File: src/rtl/lc3_writeback.sv
// LC-3 write-back sequencer: 2-entry in-order pending-write queue feeding the
// register-file write port, NZP condition-code tracking and operand bypass.
module lc3_writeback #(
   parameter int unsigned DEPTH = 2
) (
   input  logic        clock,
   input  logic        reset_n,
   input  logic        wb_valid,
   output logic        wb_ready,
   input  logic [2:0]  wb_dr,
   input  logic [15:0] wb_data,
   input  logic        wb_setcc,
   input  logic        rf_stall,
   output logic        rf_wr,
   output logic [2:0]  rf_dr,
   output logic [15:0] rf_din,
   input  logic [2:0]  sr1,
   input  logic [2:0]  sr2,
   input  logic [15:0] rf_d1,
   input  logic [15:0] rf_d2,
   output logic [15:0] d1,
   output logic [15:0] d2,
   output logic [2:0]  nzp,
   output logic [1:0]  pending
);

   localparam int unsigned CNT_W = 2;

   typedef struct packed {
      logic [2:0]  dr;
      logic [15:0] data;
      logic        setcc;
   } entry_t;

   entry_t           q [2];
   logic             head;
   logic             young;
   logic             tail;
   logic [CNT_W-1:0] count;
   logic             push;
   logic             pop;

   function automatic logic [2:0] cc_of(input logic [15:0] v);
      logic n;
      logic z;
      n = v[15];
      z = (v == 16'h0000);
      return {n, z, !n && !z};
   endfunction

   // ready depends only on registered occupancy, never on rf_stall or wb_valid
   assign wb_ready = (count != CNT_W'(DEPTH));
   assign rf_wr    = (count != '0) && !rf_stall;
   assign push     = wb_valid && wb_ready;
   assign pop      = rf_wr;
   assign young    = ~head;
   // with one entry left, a concurrent pop frees it; the new entry lands behind it
   assign tail     = head ^ count[0];
   assign rf_dr    = q[head].dr;
   assign rf_din   = q[head].data;
   assign pending  = count;

   // Queue payload storage; occupancy alone decides which slots are live.
   always_ff @(posedge clock) begin
      if (push) begin
         q[tail] <= '{dr: wb_dr, data: wb_data, setcc: wb_setcc};
      end
   end

   // Occupancy, head pointer and committed condition codes.
   always_ff @(posedge clock) begin
      if (!reset_n) begin
         head  <= 1'b0;
         count <= '0;
         nzp   <= 3'b010;
      end else begin
         if (pop) begin
            head <= ~head;
         end
         count <= count + CNT_W'(push) - CNT_W'(pop);
         if (pop && q[head].setcc) begin
            nzp <= cc_of(q[head].data);
         end
      end
   end

   // Youngest matching queued entry wins; the head stays visible in its commit cycle.
   always_comb begin
      d1 = rf_d1;
      d2 = rf_d2;
      if ((count != '0) && (q[head].dr == sr1)) d1 = q[head].data;
      if ((count != '0) && (q[head].dr == sr2)) d2 = q[head].data;
      if ((count == CNT_W'(2)) && (q[young].dr == sr1)) d1 = q[young].data;
      if ((count == CNT_W'(2)) && (q[young].dr == sr2)) d2 = q[young].data;
   end

endmodule
File: config.mk
export PLATFORM = sky130hd
export DESIGN_NAME = lc3_writeback
export DESIGN_NICKNAME = d
export VERILOG_FILES = /design/src/rtl/lc3_writeback.sv
export SDC_FILE = /design/constraint.sdc
export NUM_CORES = 1
export LEC_CHECK = 0
export BUFFER_PORTS_ARGS = -buffer_cell sky130_fd_sc_hd__buf_2
export CAP_MARGIN = 40
export CORE_ASPECT_RATIO = 1.5
export CORE_MARGIN = 2
export CORE_UTILIZATION = 36
export CTS_CLUSTER_DIAMETER = 100
export CTS_CLUSTER_SIZE = 12
export DETAILED_ROUTE_END_ITERATION = 7
export HOLD_SLACK_MARGIN = 0.06
export PLACE_DENSITY = 0.66
export REMOVE_ABC_BUFFERS = 1
export SETUP_SLACK_MARGIN = 0.15
export SLEW_MARGIN = 25
export SYNTH_ARGS = -nofsm -noshare
export SYNTH_HDL_FRONTEND = slang
export SYNTH_SLANG_ARGS = --single-unit
File: constraint.sdc
create_clock -name clock -period 2.9 [get_ports clock]
set_input_delay 0.145 -clock clock [delete_from_list [all_inputs] [get_ports clock]]
set_output_delay 0.145 -clock clock [all_outputs]
set_load 0.02 [all_outputs]
==> out/summary.txt, run 1 <==
largest net degree at the start of global routing: 29
worst relative slew slack: 61.6%
die area: 8870 um^2
CTS tree: built
Hold Path Class: input port to flip-flop
area grow syn2layout: 39.1%
crit path DAT: 2.41 ns
critical path class: flip-flop to output pin
CP endpoint kind: output pin
post-route design area: 4070 um^2
fin crit period: 2.55 ns
placed inst area: 3720 um^2
clock root buffer: clkbuf_16
total number of vias: 2469
Top FF cell, synth: edfxtp_1
postcts setup bufs: 0
initial antenna violation count: 0
via count of the first global-routing pass: 2398
Die H: 114 um
asr flop ratio synth: 0%
num rows: 40
layout cells sized above 1: 47.0%
average via count per standard cell: 4.89
CP max FO: 14
Total Neg Setup Slack: 0 ns
Startpoint Class: flip-flop
Clock Skew: 0.00560 ns
Die Wd: 77.6 um
DRT Wirelength: 7.55 mm
Initial Utilization: 36.7%
number of synthesized flops with an enable pin: 40
sequential fraction of the synthesis area: 45.9%
DRT iter0 DRCs: 70
half-perimeter wire length after placement: 5.87 mm
status: finished clean
Hold Path Cell Cnt: 2
LEAKAGE: 0.00156 uW
YS warnings: 0
period utilization: 88.0%
CTS Buffer Depth: 2
TritonCTS Sinks: 47
fmax: 0.392 GHz
GRT Overall Usage: 16.6%
final hold viol count: 0
port bufs: 119
WP data required: 2.76 ns
RSZ-0062 raised after global routing: false
CTS H-tree depth: 2
Setup-failing EPs final: 0
1st-pass router iterations: 4
fin. max-slew vios: 0
nets: 463
Core Box Area: 7960 um^2
number of diodes: 0
antenna violation net count after detailed routing: 0
WL/cell: 15.0 um
Max-Cap Viols: 0
Cell Pwr Density: 840 nW/um^2
maximum VDD drop: 0.000428 V
CTS clock-pin slew for the worst setup and hold paths: 0.06 ns
synth unique cells: 32
Slew @ Worst Pin: 0.561 ns
Overflow after GRT: 0
first-pass GRT wire length: 11.4 mm
instance count of the mapped netlist: 253
Mapped Area: 2920 um^2
I/O Pins: 120
Placer Congestion: 0.776
DRC: 0
Yosys reg bits: 47
syn_area_per_cell: 11.6 um^2
R2R depth: 6
clk_lat worst skew: 0.28 ns
CTS buffer count: 5
[synth_stat cells (3+ instances only)]
cell | number | area [um^2]
nand2_1 | 34 | 128
edfxtp_1 | 40 | 1200
nor2_1 | 6 | 22.5
nor4_1 | 5 | 31.3
xnor2_1 | 14 | 123
buf_6 | 3 | 33.8
o21ai_1 | 10 | 50.1
inv_1 | 5 | 18.8
o21ai_2 | 10 | 87.6
nor3_1 | 4 | 20.0
clkbuf_1 | 3 | 11.3
o21ai_0 | 12 | 60.1
and2_1 | 5 | 31.3
mux2_2 | 32 | 360
buf_2 | 4 | 20.0
mux2i_1 | 38 | 380
dfxtp_1 | 7 | 140
[area by class of cell]
| class | count | area, um^2 |
|---|---|---|
| clock buffers | 5 | 125 |
| clock inverters | 3 | 20.0 |
| fillers | 737 | 3890 |
| inverters | 5 | 18.8 |
| multi-input cells | 188 | 1500 |
| flip-flops and latches | 47 | 1340 |
| well taps | 105 | 131 |
| repair buffers | 152 | 931 |
[stage by stage]
| stage | cells | power (uW) | hold slack, ns | setup slack (ns) | util, % |
|---|---|---|---|---|---|
| after floorplan | 240 | 2260 | 0.207 | -1.94 | - |
| after global placement | 477 | 2860 | 0.333 | 0.652 | 46.8 |
| after detailed placement | 477 | 2880 | 0.337 | 0.600 | 46.8 |
| after CTS | 502 | 3470 | 0.0602 | 0.283 | 50.7 |
| after global routing | 505 | 3620 | 0.113 | 0.168 | 51.1 |
| final | 505 | 3420 | 0.107 | 0.347 | 51.1 |
[cell families after synthesis]
group / count (synthesis) / synth area share, %
muxes: 72 / 26.6
DFF: 47 / 45.9
xor gates and xnor gates: 16 / 4.79
buffers and inverters: 18 / 3.34
AOI/OAI and AO/OA: 36 / 7.79
adders and majority gates: 2 / 0.856
and+or+nand+nor: 62 / 10.8
[final timing paths]
check                           endpoint  slack [ns]      start
worst min-delay path              nzp[1]        0.11    reset_n
worst max-delay path               d1[3]        0.35  flip-flop
worst max register to register    nzp[0]        0.73  flip-flop
worst min register to register    nzp[1]        0.49     nzp[1]
[power breakdown]
| group | internal [uW] | total [uW] | switching (uW) | leakage [uW] |
|---|---|---|---|---|
| Sequential | 964 | 1090 | 124 | 0.000431 |
| Clock | 318 | 554 | 236 | 0.0000674 |
| Combinational | 748 | 1780 | 1030 | 0.00106 |
[registers in the layout, summed over array words and instances, names as in the netlist, named ones only]
| register | count |
|---|---|
| q | 40 |
| nzp | 3 |
| pending | 2 |
| head | 1 |
[repair_timing]
| action | in CTS | in global routing |
|---|---|---|
| endpoints found under the hold margin | 34 | 6 |
| resized for setup | 0 | 0 |
| hold buffers | 17 | 3 |
[worst max-delay path, stage by stage (launching register included)]
cell and delay, ns:
dfxtp_1 0.50, mux2i_1 0.41, xnor2_1 0.16, nor4_4 0.34, buf_12 0.23, mux2i_1 0.20
o21ai_0 0.10, buf_2 0.18
[routing by layer]
layer	vias up	wire (um)	GRT usage, %
met5	-	0	0
met4	0	78	4.17
met3	6	263	2.37
met2	64	4190	32.9
met1	1169	3020	18.1
li1	1230	-	-
[placed cells by master, fill, tap and decap left out, types with 2 or more instances in the layout]
master and count:
o21ai_0 12, buf_12 3, nand2_1 34, and2_1 5, nand2b_1 2, nor2_1 5
inv_1 5, buf_4 10, clkbuf_16 5, edfxtp_1 40, nor4_1 3, nor3_1 4
ha_1 2, mux2_2 32, dfxtp_1 7, xor2_1 2, xnor2_1 14, o21ai_2 10
mux2i_1 38, buf_2 119, nor4_2 2, nand4_1 2, dlygate4sd3_1 20, nor4_4 2
o21ai_1 10
(Power assumes the default switching activity.)
==> inputs of run 2 (changes only) <==
--- a/config.mk
+++ b/config.mk
@@ -9,12 +9,12 @@
 export CAP_MARGIN = 40
 export CORE_ASPECT_RATIO = 1.5
 export CORE_MARGIN = 2
-export CORE_UTILIZATION = 36
+export CORE_UTILIZATION = 49
 export CTS_CLUSTER_DIAMETER = 100
 export CTS_CLUSTER_SIZE = 12
 export DETAILED_ROUTE_END_ITERATION = 7
 export HOLD_SLACK_MARGIN = 0.06
-export PLACE_DENSITY = 0.66
+export PLACE_DENSITY = 0.84
 export REMOVE_ABC_BUFFERS = 1
 export SETUP_SLACK_MARGIN = 0.15
 export SLEW_MARGIN = 25
==> out/summary.txt, run 2 (synthesized netlist as in run 1, its figures left out) <==
Hold Path Cell Cnt: 2 (unchanged)
CTS H-tree depth: 2 (unchanged)
CTS Buffer Depth: 2 (unchanged)
num rows: 34 (-15%)
average via count per standard cell: 5.30 (+8.5%)
dpl cells: 441 (-7.5%)
Slew @ Worst Pin: 0.532 ns (-0.0290 ns)
CP endpoint kind: output pin
nets: 461 (-0.43%)
port bufs: 119 (unchanged)
DRT iter0 DRCs: 88 (+26%)
CTS clock-pin slew for the worst setup and hold paths: 0.08 ns (+0.02 ns)
status: finished clean
WP data required: 2.76 ns (about the same)
Die Wd: 67.1 um (-14%)
Largest Register: q
Top Metal Used: met4
Overflow after GRT: 0 (unchanged)
WL/cell: 16.5 um (+10%)
Max-Cap Viols: 0 (unchanged)
Cell Pwr Density: 852 nW/um^2 (+1.4%)
DRT Wirelength: 7.77 mm (+2.8%)
most frequent cells in the layout: buf_2, edfxtp_1, mux2i_1, nand2_1, mux2_2
fmax: 0.391 GHz (about the same)
DRC: 0 (unchanged)
postcts setup bufs: 0 (unchanged)
maximum VDD drop: 0.000741 V (+73%)
GRT Overall Usage: 24.1% (+7.5 points)
reg2reg end: nzp[0]
fin. max-slew vios: 0 (unchanged)
period utilization: 88.1% (about the same)
Hold Path Class: input port to flip-flop
worst relative slew slack: 64.4% (+2.8 points)
CP max FO: 16 (+2)
number of diodes: 0 (unchanged)
Clock Skew: 0.00778 ns (+0.00218 ns)
RSZ-0062 raised after global routing: false
clk_lat worst skew: 0.29 ns (about the same)
LEAKAGE: 0.00154 uW (-1.5%)
routed wl met3: 358 um (+36%)
initial antenna violation count: 0 (unchanged)
M1 wire length: 2.77 mm (-8.3%)
commonest non-fill, non-tap cell in the layout: buf_2
via count of the first global-routing pass: 2516 (+4.9%)
Core Box Area: 5790 um^2 (-27%)
first-pass GRT wire length: 11.9 mm (+3.6%)
Initial Utilization: 50.5% (+14 points)
total number of vias: 2493 (+0.97%)
fin crit period: 2.56 ns (+0.00233 ns)
antenna violation net count after detailed routing: 0 (unchanged)
max FFs per register: 40 (unchanged)
WHS Endpoint: nzp[1]
half-perimeter wire length after placement: 5.79 mm (-1.4%)
1st-pass router iterations: 4 (unchanged)
critical path class: flip-flop to output pin
Die H: 98.6 um (-14%)
Placer Congestion: 0.819 (+5.5%)
CTS buffer count: 5 (unchanged)
Final Non-Filler Cells: 470 (-6.9%)
crit path DAT: 2.41 ns (about the same)
TritonCTS Sinks: 47 (unchanged)
final hold viol count: 0 (unchanged)
I/O Pins: 120 (unchanged)
metal2 WL: 4.38 mm (+4.6%)
Setup-failing EPs final: 0 (unchanged)
largest net degree at the start of global routing: 19 (-34%)
r2r setup slk: 0.71 ns (-0.02 ns)
CTS tree: built
Hold Slack: 0.0656 ns (-0.0410 ns)
clock root buffer: clkbuf_8
Startpoint Class: flip-flop
R2R depth: 7 (+1)
min-delay src: reset_n
area grow syn2layout: 35.8%
die area: 6610 um^2 (-25%)
layout cells sized above 1: 46.7% (-0.27 points)
## run 2: stage by stage
stage	util, %	power [uW]	TNS (ns)	instance area [um^2]	setup WS, ns
6_report	68.6	3380	0	3970	0.345
4_1_cts	68.2	3380	0	3950	0.166
3_3_place_gp	62.8	2770	0	3630	0.514
5_1_grt	68.6	3570	0	3970	0.188
3_5_place_dp	62.8	2820	0	3630	0.399
2_1_floorplan	-	2260	-54.28	2850	-1.94
## run 2: metal layers
metal  global-route usage [%]  vias to the layer above
met5                        0                        -
met1                     25.6                     1168
met4                     10.2                        0
li1                         -                     1220
met2                     45.2                       87
met3                     3.42                       18
## run 2: timing repair
action	in CTS	in global routing
endpoints found under the hold margin	36	4
hold buffers	18	2
resized for setup	0	1
setup endpoints to repair	0	28
## run 2: final cells by class
| class | instances | area, um^2 |
|---|---|---|
| fill | 441 | 1810 |
| multi-input combinational | 188 | 1500 |
| sequential | 47 | 1340 |
| timing repair buffer | 150 | 887 |
| tap | 72 | 90.1 |
| clock buffer | 6 | 72.6 |
| clock inverter | 2 | 60.1 |
| inverter | 5 | 18.8 |
## run 2: how the worst max path moves through the flow
stage / from / endpoint / slack [ns] / cells after the start
after floorplan: head / d2[0] / -1.94 / 4
after global placement: flip-flop / nzp[0] / 0.51 / 6
after detailed placement: flip-flop / nzp[0] / 0.40 / 6
after CTS: flip-flop / d1[15] / 0.17 / 7
after global routing: head / d2[15] / 0.19 / 7
final: flip-flop / d1[15] / 0.34 / 7
## run 2: worst max-delay path: stages (launching register included)
cell	delay (ns)
dfxtp_2	0.49
mux2i_1	0.40
xnor2_1	0.18
nor4_4	0.18
buf_4	0.35
mux2i_1	0.12
o21ai_0	0.20
buf_2	0.20
## run 2: power by group
group / internal (uW) / switching, uW
Combinational: 709 / 1010
Clock: 344 / 204
Sequential: 964 / 150
==> inputs of run 3 (changes only) <==
--- a/config.mk
+++ b/config.mk
@@ -5,16 +5,19 @@
 export SDC_FILE = /design/constraint.sdc
 export NUM_CORES = 1
 export LEC_CHECK = 0
+export ABC_AREA = 1
 export BUFFER_PORTS_ARGS = -buffer_cell sky130_fd_sc_hd__buf_2
 export CAP_MARGIN = 40
+export CELL_PAD_IN_SITES_DETAIL_PLACEMENT = 0
+export CELL_PAD_IN_SITES_GLOBAL_PLACEMENT = 1
 export CORE_ASPECT_RATIO = 1.5
 export CORE_MARGIN = 2
-export CORE_UTILIZATION = 49
+export CORE_UTILIZATION = 36
 export CTS_CLUSTER_DIAMETER = 100
 export CTS_CLUSTER_SIZE = 12
 export DETAILED_ROUTE_END_ITERATION = 7
 export HOLD_SLACK_MARGIN = 0.06
-export PLACE_DENSITY = 0.84
+export PLACE_DENSITY = 0.85
 export REMOVE_ABC_BUFFERS = 1
 export SETUP_SLACK_MARGIN = 0.15
 export SLEW_MARGIN = 25
==> out/summary.txt, run 3 <==
status: finished clean
Yosys top cell area share: 34.0% (-7.1 points)
DRT Wirelength: 9.90 mm (+28%)
CTS H-tree depth: 2 (unchanged)
clock root buffer: clkbuf_16
Setup-failing EPs final: 0 (unchanged)
clk_lat worst skew: 0.29 ns (about the same)
syn_area_per_cell: 7.17 um^2 (-38%)
LEAKAGE: 0.00243 uW (+58%)
Worst path most repeated cell: nand2_1
Hold Path Cell Cnt: 1 (-1)
period utilization: 84.1% (-4.0 points)
Top FF cell, synth: edfxtp_1
maximum VDD drop: 0.000658 V (-11%)
largest net degree at the start of global routing: 25 (+6)
Yosys top cell by area: edfxtp_1
average via count per standard cell: 4.71 (-11%)
crit path DAT: 2.29 ns (-0.12 ns)
critical path class: flip-flop to output pin
min-delay src: wb_data[6]
Fillers: 996 (+130%)
I/O Pins: 120 (unchanged)
Total Neg Setup Slack: 0 ns (unchanged)
Cell Pwr Density: 871 nW/um^2 (+2.2%)
WL/cell: 13.5 um (-18%)
nets: 683 (+48%)
Mapped Area: 3530 um^2 (+21%)
WHS Endpoint: q[1][7]
footprint of the multi-input gates: 1790 um^2 (+19%)
Seq. cell area: 1340 um^2 (about the same)
fin. max-slew vios: 0 (unchanged)
CP max FO: 20 (+4)
Hold Slack: 0.0625 ns (-0.00309 ns)
synth unique cells: 30 (-6.3%)
antenna violation net count after detailed routing: 0 (unchanged)
Overflow after GRT: 0 (unchanged)
number of diodes: 0 (unchanged)
sequential fraction of the synthesis area: 37.9% (-7.9 points)
Startpoint Class: flip-flop
fin crit period: 2.44 ns (-0.117 ns)
Buf+Inv Stages, Crit Path: 3 (+1)
max incr delay on CP: 0.34 ns (-0.15 ns)
Largest Register: q
reg2reg end: pending[1]
WP data required: 2.76 ns (about the same)
layout cells sized above 1: 30.2% (-17 points)
Initial Utilization: 36.7% (-14 points)
DRT iter0 DRCs: 194 (+120%)
GRT Overall Usage: 18.7% (-5.4 points)
port bufs: 119 (unchanged)
number of synthesized flops with an enable pin: 40 (unchanged)
Die Wd: 84.9 um (+27%)
max FFs per register: 40 (unchanged)
final hold viol count: 0 (unchanged)
top-count cell post-synth: nand2_1
Max-Cap Viols: 0 (unchanged)
most frequent cells in the layout: nand2_1, buf_2, nand3_1, inv_1, edfxtp_1
CTS Buffer Depth: 2 (unchanged)
first-pass GRT wire length: 16.1 mm (+36%)
worst r2r src: pending[1]
CTS clock-pin slew for the worst setup and hold paths: 0.07 ns (about the same)
slowest CP cell: inv_2
instance count of the mapped netlist: 493 (+95%)
Core Box Area: 9630 um^2 (+67%)
worst relative slew slack: 58.5% (-5.9 points)
Slew @ Worst Pin: 0.622 ns (+0.0901 ns)
1st-pass router iterations: 4 (unchanged)
CP endpoint kind: output pin
critical path, cell by cell: inv_2, nand2_1, nand2_1, nand2_1, a21oi_4, buf_4, nand3_1, nand3_1, nand2_1, buf_2
delay-heaviest family, CP: buffers and inverters
RSZ-0062 raised after global routing: false
half-perimeter wire length after placement: 7.79 mm (+35%)
Post-synth top cells: nand2_1, nand3_1, inv_1, edfxtp_1, nand2_2
area grow syn2layout: 26.2%
die area: 10600 um^2 (+61%)
Die H: 125 um (+27%)
TritonCTS Sinks: 47 (unchanged)
commonest non-fill, non-tap cell in the layout: nand2_1
Clock Skew: 0.00620 ns (-0.00158 ns)
Hold Path Class: input port to flip-flop
R2R depth: 10 (+3)
via count of the first global-routing pass: 3427 (+36%)
CTS tree: built
path length in cells of the critical path: 10 (+3)
fmax: 0.410 GHz (+4.8%)
num rows: 44 (+29%)
YS warnings: 0 (unchanged)
Yosys reg bits: 47 (unchanged)
CTS buffer count: 5 (unchanged)
asr flop ratio synth: 0% (unchanged)
initial antenna violation count: 0 (unchanged)
total number of vias: 3459 (+39%)
DRC: 0 (unchanged)
Placer Congestion: 0.818 (-0.11%)
post-layout util: 46.3% (-22 points)
synth top area cells: edfxtp_1, nand2_1, nand3_1
post-cts sizing count: 0 (unchanged)
r2r setup slk: 0.98 ns (+0.27 ns)
[run 3: cell count changes in the layout (fill, tap and decap cells not counted), sizes merged, moves of 4 or more]
cell and change:
nand3 +86, and2 -5, mux2i -40, inv +63, o21ai -25, nand2 +193
buf -5, dlygate4sd3 -4, mux2 -32, a21oi +7, nor2 +18, xnor2 -13
nor4 -7
[run 3: cell families after synthesis]
group	count (synthesis)	share of synthesized area [%]
xor+xnor	3	0.743
fa+ha+maj	2	0.708
compound gates	15	2.76
flops	47	37.9
simple gates	340	46.3
buf+inv	86	11.6
[run 3: routing by layer]
layer / vias to the layer above / part of all wire, % / track usage, %
li1: 1801 / - / -
met1: 1536 / 40 / 21.6
met2: 110 / 53 / 34.7
met3: 12 / 5.8 / 2.77
met4: 0 / 1.4 / 6.16
met5: - / 0 / 0
[run 3: report_power, final]
group          total, uW  internal (uW)  switching, uW
combinational       2260            652           1610
sequential          1060            960           96.3
clock                563            323            240
[run 3: how the worst max path moves through the flow]
stage | start | to | slack, ns
after detailed placement | flip-flop | d1[0] | 0.76
after global placement | flip-flop | d2[5] | 0.80
final | flip-flop | d1[0] | 0.46
after CTS | flip-flop | d1[0] | 0.44
after floorplan | flip-flop | d2[0] | 0.57
after global routing | flip-flop | d2[13] | 0.24
[run 3: metrics by stage]
stage / worst slack (ns) / instance area (um^2) / std cells / total power (uW)
2_1_floorplan: 0.570 / 3370 / 472 / 2600
3_3_place_gp: 0.796 / 4150 / 711 / 3300
3_5_place_dp: 0.762 / 4150 / 711 / 3340
4_1_cts: 0.445 / 4460 / 735 / 3920
5_1_grt: 0.244 / 4460 / 735 / 4180
6_report: 0.462 / 4460 / 735 / 3880
[run 3: area by class of cell]
cell class / count / area share, %
Inverter: 65 / 5.53
Clock inverter: 3 / 0.477
Tap cell: 115 / 3.23
Timing Repair Buffer: 140 / 17.8
Sequential cell: 47 / 30.1
Clock buffer: 5 / 2.81
Multi-Input combinational cell: 360 / 40.1
[run 3: timing repair]
item,in CTS,in global routing
hold buffers,16,0
setup buffers,0,0
hold endpoints to repair,32,0
[run 3: worst register-to-register path, cell delays in order (launching register included)]
cell     delay (ns)
dfxtp_1        0.39
inv_1          0.06
nor2_1         0.25
inv_1          0.10
nand2_1        0.15
ha_1           0.26
inv_1          0.06
ha_1           0.15
xor2_1         0.20
o21ai_0        0.11
a21oi_1        0.13
